## config.mk

```make
export PLATFORM = sky130hd
export DESIGN_NAME = prog_counter
export DESIGN_NICKNAME = d
export VERILOG_FILES = /design/src/rtl/prog_counter_pkg.sv /design/src/rtl/prog_counter_tick_gen.sv /design/src/rtl/prog_counter.sv
export SDC_FILE = /design/constraint.sdc
export NUM_CORES = 1
export LEC_CHECK = 0
export ABC_AREA = 1
export ABC_CLOCK_PERIOD_IN_PS = 5400
export CAP_MARGIN = 20
export CORE_UTILIZATION = 55
export DETAILED_ROUTE_END_ITERATION = 6
export HOLD_SLACK_MARGIN = 0.02
export PLACE_DENSITY = 0.79
export SLEW_MARGIN = 20
export SYNTH_ARGS = -nofsm -noshare
export SYNTH_HDL_FRONTEND = slang
export SYNTH_SLANG_ARGS = --single-unit
```

## constraint.sdc

```tcl
create_clock -name clk -period 5.4 [get_ports clk]
set_clock_uncertainty 0.2 [all_clocks]
set_input_delay 1.08 -clock clk [delete_from_list [all_inputs] [get_ports clk]]
set_output_delay 1.08 -clock clk [all_outputs]
set_load 0.05 [all_outputs]
```

## src/rtl/prog_counter_pkg.sv

```systemverilog
// prog_counter_pkg
// Shared types and default sizes for the programmable counter slice.
//   state_t            : controller state, 2-bit encoding (IDLE, RUN, HOLD, DONE)
//   DEFAULT_WIDTH      : default counter / terminal-value width
//   DEFAULT_PRESCALE_W : default prescaler divider width
// The prescaler itself is only built when PROG_COUNTER_PRESCALE_EN is defined.
package prog_counter_pkg;

  localparam int DEFAULT_WIDTH      = 30;
  localparam int DEFAULT_PRESCALE_W = 16;

  typedef enum logic [1:0] {
    IDLE = 2'd0,
    RUN  = 2'd1,
    HOLD = 2'd2,
    DONE = 2'd3
  } state_t;

endpackage

```

## src/rtl/prog_counter_tick_gen.sv

```systemverilog
// tick_gen
// Prescaler that turns the run-enable into a tick strobe once every
// (divider + 1) enabled cycles. Only instantiated by prog_counter when
// PROG_COUNTER_PRESCALE_EN is defined.
// Ports:
//   i_clk     : system clock, rising edge
//   i_rst_n   : synchronous active-low reset
//   i_clear   : zero the prescale count (start accepted, stop, clear)
//   i_load    : capture i_div as the divider (start accepted)
//   i_div     : divider value; a tick every i_div+1 enabled cycles
//   i_enable  : counting permitted this cycle; when low the count freezes
//   o_tick    : strobe, high on the enabled cycle that completes a period
module tick_gen
  import prog_counter_pkg::*;
#(
  parameter int PRESCALE_W = DEFAULT_PRESCALE_W
) (
  input  logic                  i_clk,
  input  logic                  i_rst_n,
  input  logic                  i_clear,
  input  logic                  i_load,
  input  logic [PRESCALE_W-1:0] i_div,
  input  logic                  i_enable,
  output logic                  o_tick
);

  logic [PRESCALE_W-1:0] r_div;
  logic [PRESCALE_W-1:0] r_pcnt;

  // The tick lands on the last cycle of each period, so the very first
  // tick after a start comes i_div+1 enabled cycles later.
  assign o_tick = i_enable && (r_pcnt == r_div);

  // Divider capture and period count. Holding i_enable low (pause) leaves
  // r_pcnt untouched so the period resumes where it left off.
  always_ff @(posedge i_clk) begin
    if (!i_rst_n) begin
      r_div  <= '0;
      r_pcnt <= '0;
    end else begin
      if (i_load) begin
        r_div <= i_div;
      end
      if (i_clear) begin
        r_pcnt <= '0;
      end else if (i_enable) begin
        r_pcnt <= o_tick ? '0 : r_pcnt + PRESCALE_W'(1);
      end
    end
  end

endmodule

```

## src/rtl/prog_counter.sv

```systemverilog
// prog_counter
// Programmable up/down timing counter with wrap or one-shot behaviour,
// pause/stop/clear control, a start-latched terminal value and a one-cycle
// terminal-count pulse.
// Optional build macro: PROG_COUNTER_PRESCALE_EN adds the prescale_div input
// and a prescaler so counting advances once every prescale_div+1 cycles.
// Ports:
//   clk          : system clock, rising edge
//   rst_n        : synchronous active-low reset
//   start        : arm and load the counter (accepted in IDLE or DONE)
//   stop         : return to IDLE, cnt keeps its value
//   pause        : freeze counting while high in RUN/HOLD
//   clear        : return to IDLE with cnt = 0
//   dir_down     : 0 counts up, 1 counts down (sampled at start)
//   oneshot      : 0 wraps, 1 stops in DONE at terminal (sampled at start)
//   cnt_max      : terminal value (sampled at start)
//   prescale_div : prescaler divider (PROG_COUNTER_PRESCALE_EN only)
//   cnt          : current count
//   tc           : one-cycle terminal-count pulse
//   running      : high in RUN or HOLD
//   done         : high in DONE
module prog_counter
  import prog_counter_pkg::*;
#(
  parameter int WIDTH      = DEFAULT_WIDTH,
  parameter int PRESCALE_W = DEFAULT_PRESCALE_W
) (
  input  logic                  clk,
  input  logic                  rst_n,
  input  logic                  start,
  input  logic                  stop,
  input  logic                  pause,
  input  logic                  clear,
  input  logic                  dir_down,
  input  logic                  oneshot,
  input  logic [WIDTH-1:0]      cnt_max,
`ifdef PROG_COUNTER_PRESCALE_EN
  input  logic [PRESCALE_W-1:0] prescale_div,
`endif
  output logic [WIDTH-1:0]      cnt,
  output logic                  tc,
  output logic                  running,
  output logic                  done
);

  state_t           r_state;
  logic [WIDTH-1:0] r_cnt;
  logic [WIDTH-1:0] r_maxQ;
  logic             r_dirQ;
  logic             r_oneshotQ;
  logic             r_tc;
  logic             r_running;
  logic             r_done;

  state_t           w_stateNext;
  logic [WIDTH-1:0] w_cntNext;
  logic             w_tcNext;
  logic             w_startAcc;
  logic             w_atTerm;
  logic             w_tick;

  // Terminal is max_q going up and zero going down; it is checked before
  // stepping, so the count never runs past max_q.
  assign w_atTerm = r_dirQ ? (r_cnt == '0) : (r_cnt == r_maxQ);

`ifdef PROG_COUNTER_PRESCALE_EN
  logic w_tickEn;

  // The prescaler only advances on cycles where the counter would step.
  assign w_tickEn = (r_state == RUN || r_state == HOLD) && !pause && !clear && !stop;

  tick_gen #(
    .PRESCALE_W (PRESCALE_W)
  ) u_tick_gen (
    .i_clk    (clk),
    .i_rst_n  (rst_n),
    .i_clear  (w_startAcc || clear || stop),
    .i_load   (w_startAcc),
    .i_div    (prescale_div),
    .i_enable (w_tickEn),
    .o_tick   (w_tick)
  );
`else
  logic [PRESCALE_W-1:0] w_unusedPrescale;

  // PRESCALE_W only sizes the prescaler; without it every cycle is a tick.
  assign w_unusedPrescale = '0;
  assign w_tick           = 1'b1;
`endif

  // Next-state and next-count decode. clear beats stop beats start beats
  // pause. Leaving HOLD steps on the same edge as an ordinary RUN cycle, so
  // the count is frozen for exactly the cycles pause is sampled high.
  always_comb begin
    w_stateNext = r_state;
    w_cntNext   = r_cnt;
    w_tcNext    = 1'b0;
    w_startAcc  = 1'b0;
    if (clear) begin
      w_stateNext = IDLE;
      w_cntNext   = '0;
    end else if (stop) begin
      w_stateNext = IDLE;
    end else begin
      unique case (r_state)
        IDLE, DONE: begin
          if (start) begin
            w_stateNext = RUN;
            w_startAcc  = 1'b1;
            w_cntNext   = dir_down ? cnt_max : '0;
          end
        end
        RUN, HOLD: begin
          if (pause) begin
            w_stateNext = HOLD;
          end else begin
            w_stateNext = RUN;
            if (w_tick) begin
              if (w_atTerm) begin
                w_tcNext = 1'b1;
                if (r_oneshotQ) begin
                  w_stateNext = DONE;
                end else begin
                  w_cntNext = r_dirQ ? r_maxQ : '0;
                end
              end else begin
                w_cntNext = r_dirQ ? (r_cnt - WIDTH'(1)) : (r_cnt + WIDTH'(1));
              end
            end
          end
        end
        default: w_stateNext = IDLE;
      endcase
    end
  end

  // State, count and registered status outputs. running/done decode the
  // next state so they line up with the state they describe.
  always_ff @(posedge clk) begin
    if (!rst_n) begin
      r_state    <= IDLE;
      r_cnt      <= '0;
      r_maxQ     <= '0;
      r_dirQ     <= 1'b0;
      r_oneshotQ <= 1'b0;
      r_tc       <= 1'b0;
      r_running  <= 1'b0;
      r_done     <= 1'b0;
    end else begin
      r_state   <= w_stateNext;
      r_cnt     <= w_cntNext;
      r_tc      <= w_tcNext;
      r_running <= (w_stateNext == RUN) || (w_stateNext == HOLD);
      r_done    <= (w_stateNext == DONE);
      if (w_startAcc) begin
        r_maxQ     <= cnt_max;
        r_dirQ     <= dir_down;
        r_oneshotQ <= oneshot;
      end
    end
  end

  assign cnt     = r_cnt;
  assign tc      = r_tc;
  assign running = r_running;
  assign done    = r_done;

endmodule

```

==> out/metrics.cfg <==
[status]
run_status = finished clean

[timing]
maxSlewHeadroom_pct = 27.03
setup_viol_count_final = 0
drv_slew = 0
max_clock_freq_mhz = 285.6
post-route-min-period_ns = 3.502
rsz0062_at_grt = no
finalHoldViolations = 0
setup_tns_ns = 0
min_period_over_period_pct = 64.85
worstMarginPinSlew_ns = 1.093

[placement]
hpwlAfterDp_um = 14570
io_buffers = 70
place_congestion = 0.9494
place_inst = 1275
placed_area_um2 = 6834

[clock_tree]
clkLatencyLatePin_ns = 0.35
cts_tree = built
cts_setup_buffers = 0
clk_pin_slew_ns = 0.07
clock-sinks = 67
h-tree-depth = 3
ctsResizeCount = 0
ctsHoldBuffers = 0
numCtsBuffers = 9
root_buffer = clkbuf_8
cts_max_path_buffers = 2

[detailed_routing]
routedWlPerCell_um = 15.09
ant_nets = 0
drtIter0Drc = 697
wirelength_um = 19470
viasPerCell = 5.403
first_pass_iters = 5
vias = 6970
drc = 0

[logic_synthesis]
avgSynthCellArea_um2 = 5.619
yosys-top-cells-count = nand2_1, nor2_1, inv_1
synth.net_count = 1160
synth.area.top_cells = dfxtp_1, nand2_1, nor2_1
netlist_area_um2 = 6136
yosysWarningCount = 0
yosysSeqAreaShare_pct = 21.86
async_reset_ff_share_pct = 0
synth_edf_count = 0
ys_seq_elements = 67
synth_top_area_share_pct = 21.86
synth_most_common_cell = nand2_1
syn_inst = 1092
synth_top_area_cell = dfxtp_1
yosysUniqueCellTypes = 37
synth_flop_cell = dfxtp_1

[final_layout]
fin_cells = 1290
drive_above_1_share_pct = 3.391
utilization_pct = 64.83
stdcell_area_um2 = 7028
diodes = 0
syn2layout_area_growth_pct = 14.54
fin_nets = 1214

[worst_setup_path]
path_max_fanout = 31
path_class = in -> reg
critPathLaunchType = input pin
critical_path_required_ns = 5.44
reg2reg_depth = 13
r2r-end = cnt[20]$_SDFFE_PP0P_
arrival_ns = 3.54
worstSetupEndpointType = register
crit_start = start
rrSetupSlack_ns = 1.96
reg2reg_from = r_dirQ$_SDFFE_PN0P_

[grt]
antenna_found_initial = 0
grt_pass1_wl_um = 30930
grt_max_degree = 52
grt_pass1_vias = 6279
grt.overflow.total = 0
grt_use_total_pct = 34.80

[power]
finalPower_uw = 1290
p_per_area_nw_per_um2 = 183.5
ir_worst_vdd_v = 0.0001693
power_leakage_uw = 0.003452

[floorplan]
core_area_um2 = 10840
fp.dieH_um = 107.6
dieArea_um2 = 11580
rows = 38
io_pins = 71
initial_core_util_pct = 56.60
chipWidth_um = 107.6

[min_path]
hold_path_class = reg -> reg
holdPathEnd = r_oneshotQ$_SDFFE_PN0P_
min_path_cells = 2
worstHoldStart = r_oneshotQ$_SDFFE_PN0P_

[job]
max-cap-violations = 0

[how the worst max path moves through the flow]
stage | end
floorplan | cnt[19]$_SDFFE_PP0P_
global placement | cnt[4]$_SDFFE_PP0P_
detailed placement | cnt[16]$_SDFFE_PP0P_
CTS | cnt[9]$_SDFFE_PP0P_
global route | cnt[1]$_SDFFE_PP0P_
finish | cnt[9]$_SDFFE_PP0P_
[cells by family (layout without fill, tap and decap cells)]
family / Yosys count / after routing / share of synthesized area, %
AO/OA/AOI/OAI: 150 / 150 / 12.81
adder cells (fa/ha/maj): 30 / 30 / 6.240
XOR/XNOR: 26 / 26 / 3.711
AND/OR/NAND/NOR: 627 / 627 / 41.93
flip-flops: 67 / 67 / 21.86
buffers and inverters: 192 / 250 / 13.46
[through the flow]
stage	hold slack [ns]	setup slack (ns)
after floorplan	0.2300	2.749
after global placement	0.2498	1.771
after detailed placement	0.2517	1.669
after CTS	0.2622	1.955
after global routing	0.2917	1.736
final	0.2581	1.898
[worst max-delay path, cell delays in order]
cell	delay [ns]
clkdlybuf4s50_1	0.50
nor2_1	0.08
nor2_1	0.52
inv_1	0.12
nor2_2	0.86
nand2_1	0.15
nor2_1	0.17
nor2_1	0.06
[flip-flops by register name, indices dropped and copies added (netlist names)]
name and cells:
cnt 30, done 1, r_dirQ 1, r_maxQ 30
r_oneshotQ 1, r_state 2, running 1, tc 1
[per-layer routing]
metal / vias to the layer above / GRT usage [%] / routed length [um] / share of wire, %
met1: 3101 / 46.04 / 8221 / 42
met5: - / 0 / 0 / 0
li1: 3539 / - / - / -
met3: 31 / 6.295 / 1833 / 9.4
met4: 0 / 10.47 / 433 / 2.2
met2: 299 / 57.28 / 8979 / 46
[placed cells by master, fill, tap and decap left out, drive strengths merged]
master and n:
or2 3, xor2 13, buf 6, o22ai 1, nand3 65, dfxtp 67, a21oi 80, inv 152
clkbuf 13, nand2 347, o21ai 64, nand3b 4, nor4 5, bufinv 1, o21bai 4, fa 1
xnor2 13, nand4 21, and2 2, clkinv 8, a31oi 1, ha 29, nor3 10, nor2 170
clkdlybuf4s50 70
[report_power, final]
part	switching (uW)	total, uW	internal [uW]
logic	205	322	117
clock network	189	425	236
registers	30.1	544	514
[area by class of cell]
type / count / area (um^2)
clock buffer: 13 / 158.9
clock inverter: 2 / 35.03
fill: 1122 / 3812
inverter: 159 / 601.8
multi-input combinational: 833 / 3969
sequential: 67 / 1343
tap: 140 / 175.2
timing repair buffer: 76 / 745.7
Power figures use the tool's default switching activity.
